**config.mk**
```make
export PLATFORM = sky130hd
export DESIGN_NAME = mic_adc_reader_flat
export DESIGN_NICKNAME = d
export VERILOG_FILES = /design/src/rtl/mic_adc_reader_if.sv /design/src/rtl/mic_adc_reader.sv /design/src/flat_wrapper.sv
export SDC_FILE = /design/constraint.sdc
export NUM_CORES = 1
export LEC_CHECK = 0
export BUFFER_PORTS_ARGS = -buffer_cell sky130_fd_sc_hd__buf_2
export CAP_MARGIN = 20
export CELL_PAD_IN_SITES_DETAIL_PLACEMENT = 0
export CELL_PAD_IN_SITES_GLOBAL_PLACEMENT = 1
export CORE_UTILIZATION = 50
export DETAILED_ROUTE_END_ITERATION = 8
export GPL_TIMING_DRIVEN = 0
export PLACE_DENSITY = 0.95
export SLEW_MARGIN = 20
export SYNTH_ARGS = -nofsm -noshare
export SYNTH_HDL_FRONTEND = slang
export SYNTH_SLANG_ARGS = --single-unit
```
**constraint.sdc**
```tcl
create_clock -name clk -period 3.8 [get_ports clk]
set_input_delay 0.95 -clock clk [delete_from_list [all_inputs] [get_ports clk]]
set_output_delay 0.95 -clock clk [all_outputs]
set_load 0.01 [all_outputs]
```
**src/rtl/mic_adc_reader_if.sv**
```systemverilog
// mic_adc_reader_if
// Groups the reader's control input, the ADC serial bus and the sample outputs.
//   master : the reader (drives cs_n/sclk and the sample outputs; reads enable, miso)
//   slave  : the environment (drives enable and the ADC's miso; observes the rest)
interface mic_adc_reader_if;
    logic        enable;
    logic        miso;
    logic        cs_n;
    logic        sclk;
    logic [11:0] sample;
    logic [11:0] sample_signed;
    logic        sample_valid;
    logic        frame_err;
    logic        overrun;

    modport master (
        input  enable, miso,
        output cs_n, sclk, sample, sample_signed, sample_valid, frame_err, overrun
    );

    modport slave (
        output enable, miso,
        input  cs_n, sclk, sample, sample_signed, sample_valid, frame_err, overrun
    );
endinterface

```
**src/rtl/mic_adc_reader.sv**
```systemverilog
// mic_adc_reader
// SPI master for a 12-bit serial microphone ADC (16-bit frame: 4 leading zero
// bits followed by 12 data bits, MSB first). A free-running sample timer
// requests one conversion every SAMPLE_DIV clocks while enable is high.
// Ports:
//   clk    : system clock
//   reset  : asynchronous, active-high reset
//   bus    : mic_adc_reader_if.master (enable, miso in; cs_n, sclk, sample,
//            sample_signed, sample_valid, frame_err, overrun out)
module mic_adc_reader #(
    parameter int CLK_DIV    = 2,
    parameter int SAMPLE_DIV = 2500
) (
    input  logic             clk,
    input  logic             reset,
    mic_adc_reader_if.master bus
);
    localparam int TIMER_W = $clog2(SAMPLE_DIV);
    // div_reg must reach 2*CLK_DIV-1 for the QUIET interval.
    localparam int DIV_W   = $clog2(2 * CLK_DIV);

    typedef enum logic [1:0] {IDLE, CONV, HOLD, QUIET} state_t;

    state_t               state_reg, state_next;
    logic [TIMER_W-1:0]   timer_reg, timer_next;
    logic [DIV_W-1:0]     div_reg, div_next;
    logic [4:0]           half_reg, half_next;
    logic [15:0]          shift_reg, shift_next;
    logic                 cs_n_reg, cs_n_next;
    logic                 sclk_reg, sclk_next;
    logic [11:0]          sample_reg, sample_next;
    logic [11:0]          sample_signed_reg, sample_signed_next;
    logic                 valid_reg, valid_next;
    logic                 err_reg, err_next;
    logic                 overrun_reg, overrun_next;
    logic                 tick;
    logic                 div_last;

    always_ff @(posedge clk or posedge reset) begin
        if (reset) begin
            state_reg         <= IDLE;
            timer_reg         <= '0;
            div_reg           <= '0;
            half_reg          <= '0;
            shift_reg         <= '0;
            cs_n_reg          <= 1'b1;
            sclk_reg          <= 1'b1;
            sample_reg        <= '0;
            sample_signed_reg <= 12'h800;
            valid_reg         <= 1'b0;
            err_reg           <= 1'b0;
            overrun_reg       <= 1'b0;
        end else begin
            state_reg         <= state_next;
            timer_reg         <= timer_next;
            div_reg           <= div_next;
            half_reg          <= half_next;
            shift_reg         <= shift_next;
            cs_n_reg          <= cs_n_next;
            sclk_reg          <= sclk_next;
            sample_reg        <= sample_next;
            sample_signed_reg <= sample_signed_next;
            valid_reg         <= valid_next;
            err_reg           <= err_next;
            overrun_reg       <= overrun_next;
        end
    end

    always_comb begin
        tick     = bus.enable && (timer_reg == TIMER_W'(SAMPLE_DIV - 1));
        div_last = (div_reg == DIV_W'(CLK_DIV - 1));

        // Timer is held at zero while disabled so the first tick after
        // enable rises always comes a full SAMPLE_DIV period later.
        timer_next         = (bus.enable && !tick) ? timer_reg + 1'b1 : '0;
        state_next         = state_reg;
        div_next           = div_reg;
        half_next          = half_reg;
        shift_next         = shift_reg;
        cs_n_next          = cs_n_reg;
        sclk_next          = sclk_reg;
        sample_next        = sample_reg;
        sample_signed_next = sample_signed_reg;
        valid_next         = 1'b0;
        err_next           = err_reg;
        // Any tick that cannot start a frame is lost; flag it for good.
        overrun_next       = overrun_reg | (tick && (state_reg != IDLE));

        case (state_reg)
            IDLE: begin
                if (tick) begin
                    state_next = CONV;
                    cs_n_next  = 1'b0;
                    div_next   = '0;
                    half_next  = '0;
                end
            end
            CONV: begin
                if (div_last) begin
                    div_next  = '0;
                    // Even half-periods end with a falling edge, odd ones
                    // with a rising edge; data is captured on the rising one.
                    sclk_next = ~sclk_reg;
                    half_next = half_reg + 1'b1;
                    if (half_reg[0]) begin
                        shift_next = {shift_reg[14:0], bus.miso};
                    end
                    if (half_reg == 5'd31) begin
                        state_next = HOLD;
                    end
                end else begin
                    div_next = div_reg + 1'b1;
                end
            end
            HOLD: begin
                if (div_last) begin
                    div_next           = '0;
                    cs_n_next          = 1'b1;
                    sample_next        = shift_reg[11:0];
                    sample_signed_next = {~shift_reg[11], shift_reg[10:0]};
                    err_next           = |shift_reg[15:12];
                    valid_next         = 1'b1;
                    state_next         = QUIET;
                end else begin
                    div_next = div_reg + 1'b1;
                end
            end
            QUIET: begin
                if (div_reg == DIV_W'(2 * CLK_DIV - 1)) begin
                    div_next   = '0;
                    state_next = IDLE;
                end else begin
                    div_next = div_reg + 1'b1;
                end
            end
            default: state_next = IDLE;
        endcase
    end

    assign bus.cs_n          = cs_n_reg;
    assign bus.sclk          = sclk_reg;
    assign bus.sample        = sample_reg;
    assign bus.sample_signed = sample_signed_reg;
    assign bus.sample_valid  = valid_reg;
    assign bus.frame_err     = err_reg;
    assign bus.overrun       = overrun_reg;
endmodule

```
**src/flat_wrapper.sv**
```systemverilog
// flat-port wrapper written by rule: the top's interface ports become plain ports
module mic_adc_reader_flat 
#(
    parameter int CLK_DIV    = 2,
    parameter int SAMPLE_DIV = 2500
)
  (clk, reset, bus_enable, bus_miso, bus_cs_n, bus_sclk, bus_sample, bus_sample_signed, bus_sample_valid, bus_frame_err, bus_overrun);
  mic_adc_reader_if bus_i ();
  input  logic clk;
  input  logic reset;
  input wire logic [$bits(bus_i.enable)-1:0] bus_enable;
  input wire logic [$bits(bus_i.miso)-1:0] bus_miso;
  output wire logic [$bits(bus_i.cs_n)-1:0] bus_cs_n;
  output wire logic [$bits(bus_i.sclk)-1:0] bus_sclk;
  output wire logic [$bits(bus_i.sample)-1:0] bus_sample;
  output wire logic [$bits(bus_i.sample_signed)-1:0] bus_sample_signed;
  output wire logic [$bits(bus_i.sample_valid)-1:0] bus_sample_valid;
  output wire logic [$bits(bus_i.frame_err)-1:0] bus_frame_err;
  output wire logic [$bits(bus_i.overrun)-1:0] bus_overrun;
  assign bus_i.enable = bus_enable;
  assign bus_i.miso = bus_miso;
  assign bus_cs_n = bus_i.cs_n;
  assign bus_sclk = bus_i.sclk;
  assign bus_sample = bus_i.sample;
  assign bus_sample_signed = bus_i.sample_signed;
  assign bus_sample_valid = bus_i.sample_valid;
  assign bus_frame_err = bus_i.frame_err;
  assign bus_overrun = bus_i.overrun;
  mic_adc_reader #(.CLK_DIV(CLK_DIV), .SAMPLE_DIV(SAMPLE_DIV)) u_core (.clk(clk), .reset(reset), .bus(bus_i));
endmodule
```
==> flow_summary.json <==
{
  "yosys.area.top_type": "dfrtp_1",
  "hold_path_end": "u_core.bus.frame_err",
  "ant_nets": 0,
  "fmax_ghz": 0.4962,
  "grt_pass1_vias": 1533,
  "swShare": 0.2111,
  "wl_per_cell_um": 13.16,
  "portBuffers": 32,
  "syn-cell-area_um2": 2661,
  "area_delta_synth_final_pct": 13.40,
  "layout_min_cycle_time_ps": 2015,
  "critPathArrivalTime_ps": 2210,
  "timing.slew.headroom": 0.5586,
  "p_comb_frac": 0.030,
  "vias_per_cell": 5.069,
  "p_int_w": 0.0007983,
  "vias": 1693,
  "crit_path_max_fanout": 10,
  "p_leak_nw": 1.508,
  "fin_nets": 279,
  "die_x_um": 74.96,
  "r2r_start": "u_core.state_reg[1]",
  "maxCapViolations": 0,
  "pre_cts_ws_ps": 1768,
  "synthArstFlopShare": 1.000,
  "synth.most_common_cell": "dfrtp_1",
  "setup_violations": 0,
  "tightest_slew_ps": 662.2,
  "synth_area_per_cell_um2": 11.83,
  "coreArea_um2": 5107,
  "synth_fp_nets": 240,
  "power_density_nw_per_um2": 335.3,
  "fill_cells": 433,
  "final_hold_viol_count": 0,
  "timing.rr.end": "u_core.shift_reg[8]",
  "post_synth_num_cell_types": 41,
  "largest_register_ffs": 16,
  "ys_seq_elements": 55,
  "pwr-share-clk": 0.374,
  "grt_setup_unrepaired": "no",
  "synth-edff-count": 0,
  "cts_inserted_buffers": 5,
  "drt_iter0_drc": 76,
  "grt_max_degree": 56,
  "cts.clk_slew.worst_paths_ps": 90,
  "cts_resized": 0,
  "hp-class": "reg -> reg",
  "wl_um": 4395,
  "antenna_found_initial": 0,
  "core.rowCount": 26,
  "tritoncts": "done",
  "synth.yosys.seq_area_share": 0.5186,
  "ys_warn_count": 0,
  "vdd_ir_drop_max_mv": 0.1809,
  "cts_hold_buffers": 0,
  "post-cts-setup-buffers": 0,
  "root_buffer": "clkbuf_8",
  "post-route-util": 0.5909,
  "clkSinkCount": 55,
  "clk-insertion-delay-late_ps": 300,
  "min-delay-start": "u_core.bus.frame_err",
  "hold_path_depth": 2,
  "drt_first_pass_iters": 4,
  "drcViolationCount": 0,
  "dpl.hpwl_um": 3112,
  "track_usage": 0.1745,
  "grt_overflow": 0,
  "synth_top_area_frac": 0.4890,
  "p_seq_frac": 0.596,
  "setup_tns_ps": 0,
  "rrSetupSlack_ps": 1780,
  "path_class": "reg -> reg",
  "die_h_um": 74.96,
  "required_ps": 3990,
  "r2r_cells": 6,
  "synth_common_cells": "52 x dfrtp_1, 28 x mux2_2, 15 x nor2_1",
  "diodes": 0,
  "gp_congestion": 0.7770,
  "setup.worst_path.end_class": "flip-flop",
  "clk_path_buf_depth": 2,
  "fin_area_um2": 3018,
  "post_dp_cell_area_um2": 2912,
  "drive_gt1_frac": 0.3598,
  "synth_area_leaders": "dfrtp_1 49%, mux2_2 12%, ha_1 5.2%, buf_4 3.1%, dfstp_2 3.0%",
  "htree_levels": 2,
  "io-pin-count": 33,
  "fin_ws_ps": 1785,
  "power.switching_w": 0.0002136,
  "start_util": 0.5211,
  "slew_violations": 0,
  "cp-start-kind": "flip-flop",
  "dieArea_um2": 5618,
  "grt_pass1_wl_um": 7314,
  "clock_skew_ps": 3.283,
  "period_share": 0.5303,
  "status": "completed",
  "synthFlopType": "dfrtp_1",
  "postSynthCellCount": 225
}
stage by stage:
| stage | cells | power [W] | hold WS (ps) |
|---|---|---|---|
| final | 334 | 0.001012 | 477.2 |
| after global placement | 327 | 0.0006444 | 453.9 |
| after CTS | 334 | 0.001025 | 488.0 |
| after floorplan | 225 | 0.0006351 | 435.7 |
| after detailed placement | 327 | 0.0006468 | 466.4 |
| after global routing | 334 | 0.001046 | 499.7 |
cells by family after synthesis:
logic type               after synthesis  share of synthesized area
XOR/XNOR                              11                    0.03620
AND/OR/NAND/NOR                       68                     0.1410
buffers and inverters                 27                    0.05454
multiplexers                          30                     0.1279
adder cells (fa/ha/maj)               11                    0.05172
flip-flops                            55                     0.5186
AO/OA/AOI/OAI                         23                    0.07006
worst max-delay path by stage:
stage	slack (ps)	endpoint	from
5_1_grt	1680	u_core.shift_reg[4]	u_core.state_reg[1]
3_3_place_gp	870	u_core.timer_reg[3]	reset
2_1_floorplan	1510	u_core.bus.frame_err	reset
3_5_place_dp	1770	u_core.state_reg[1]	bus_enable
4_1_cts	1780	u_core.shift_reg[8]	u_core.state_reg[1]
6_report	1780	u_core.shift_reg[8]	u_core.state_reg[1]
routing by layer:
metal	wire length (um)	global-route usage	vias up
li1	-	-	843
met1	2230	0.2496	809
met2	1947	0.2563	35
met3	142	0.03748	6
met4	75	0.07547	0
met5	0	0	-
critical path, stage by stage, from the launching register on:
cell,delay (ps)
dfrtp_1,420
inv_1,110
ha_1,210
buf_2,180
nand3_1,280
buf_2,340
mux2_2,370
power groups by stage:
stage	registers (W)	clock network, W	logic, W
3_3_place_gp	0.000615	0	0.0000299
5_1_grt	0.000606	0.000405	0.0000353
4_1_cts	0.000604	0.000390	0.0000318
2_1_floorplan	0.000612	0	0.0000229
3_5_place_dp	0.000615	0	0.0000316
6_report	0.000604	0.000378	0.0000302
final cells by class:
class / count / area (um2) / share of cell area
Tap cell: 70 / 87.58 / 0.02902
Clock buffer: 5 / 68.82 / 0.02280
Inverter: 11 / 43.79 / 0.01451
Buffer: 16 / 103.9 / 0.03441
Clock inverter: 2 / 37.54 / 0.01244
Multi-Input combinational cell: 143 / 1136 / 0.3765
Timing Repair Buffer: 32 / 160.2 / 0.05307
Sequential cell: 55 / 1380 / 0.4573
cells in the final DEF, fill, tap and decap left out, types with 4 or more instances in the layout:
master and n:
nand4_1 4, nor4_1 4, inv_1 10, nor3_1 4, and3_1 4, mux2_2 28
ha_1 11, dfrtp_1 52, nand3_1 9, buf_2 34, clkbuf_8 5, xnor2_1 8
nor2_1 15, buf_4 11, o21ai_0 8, nand2_1 13
No activity file was read; power rests on OpenSTA's default activity.
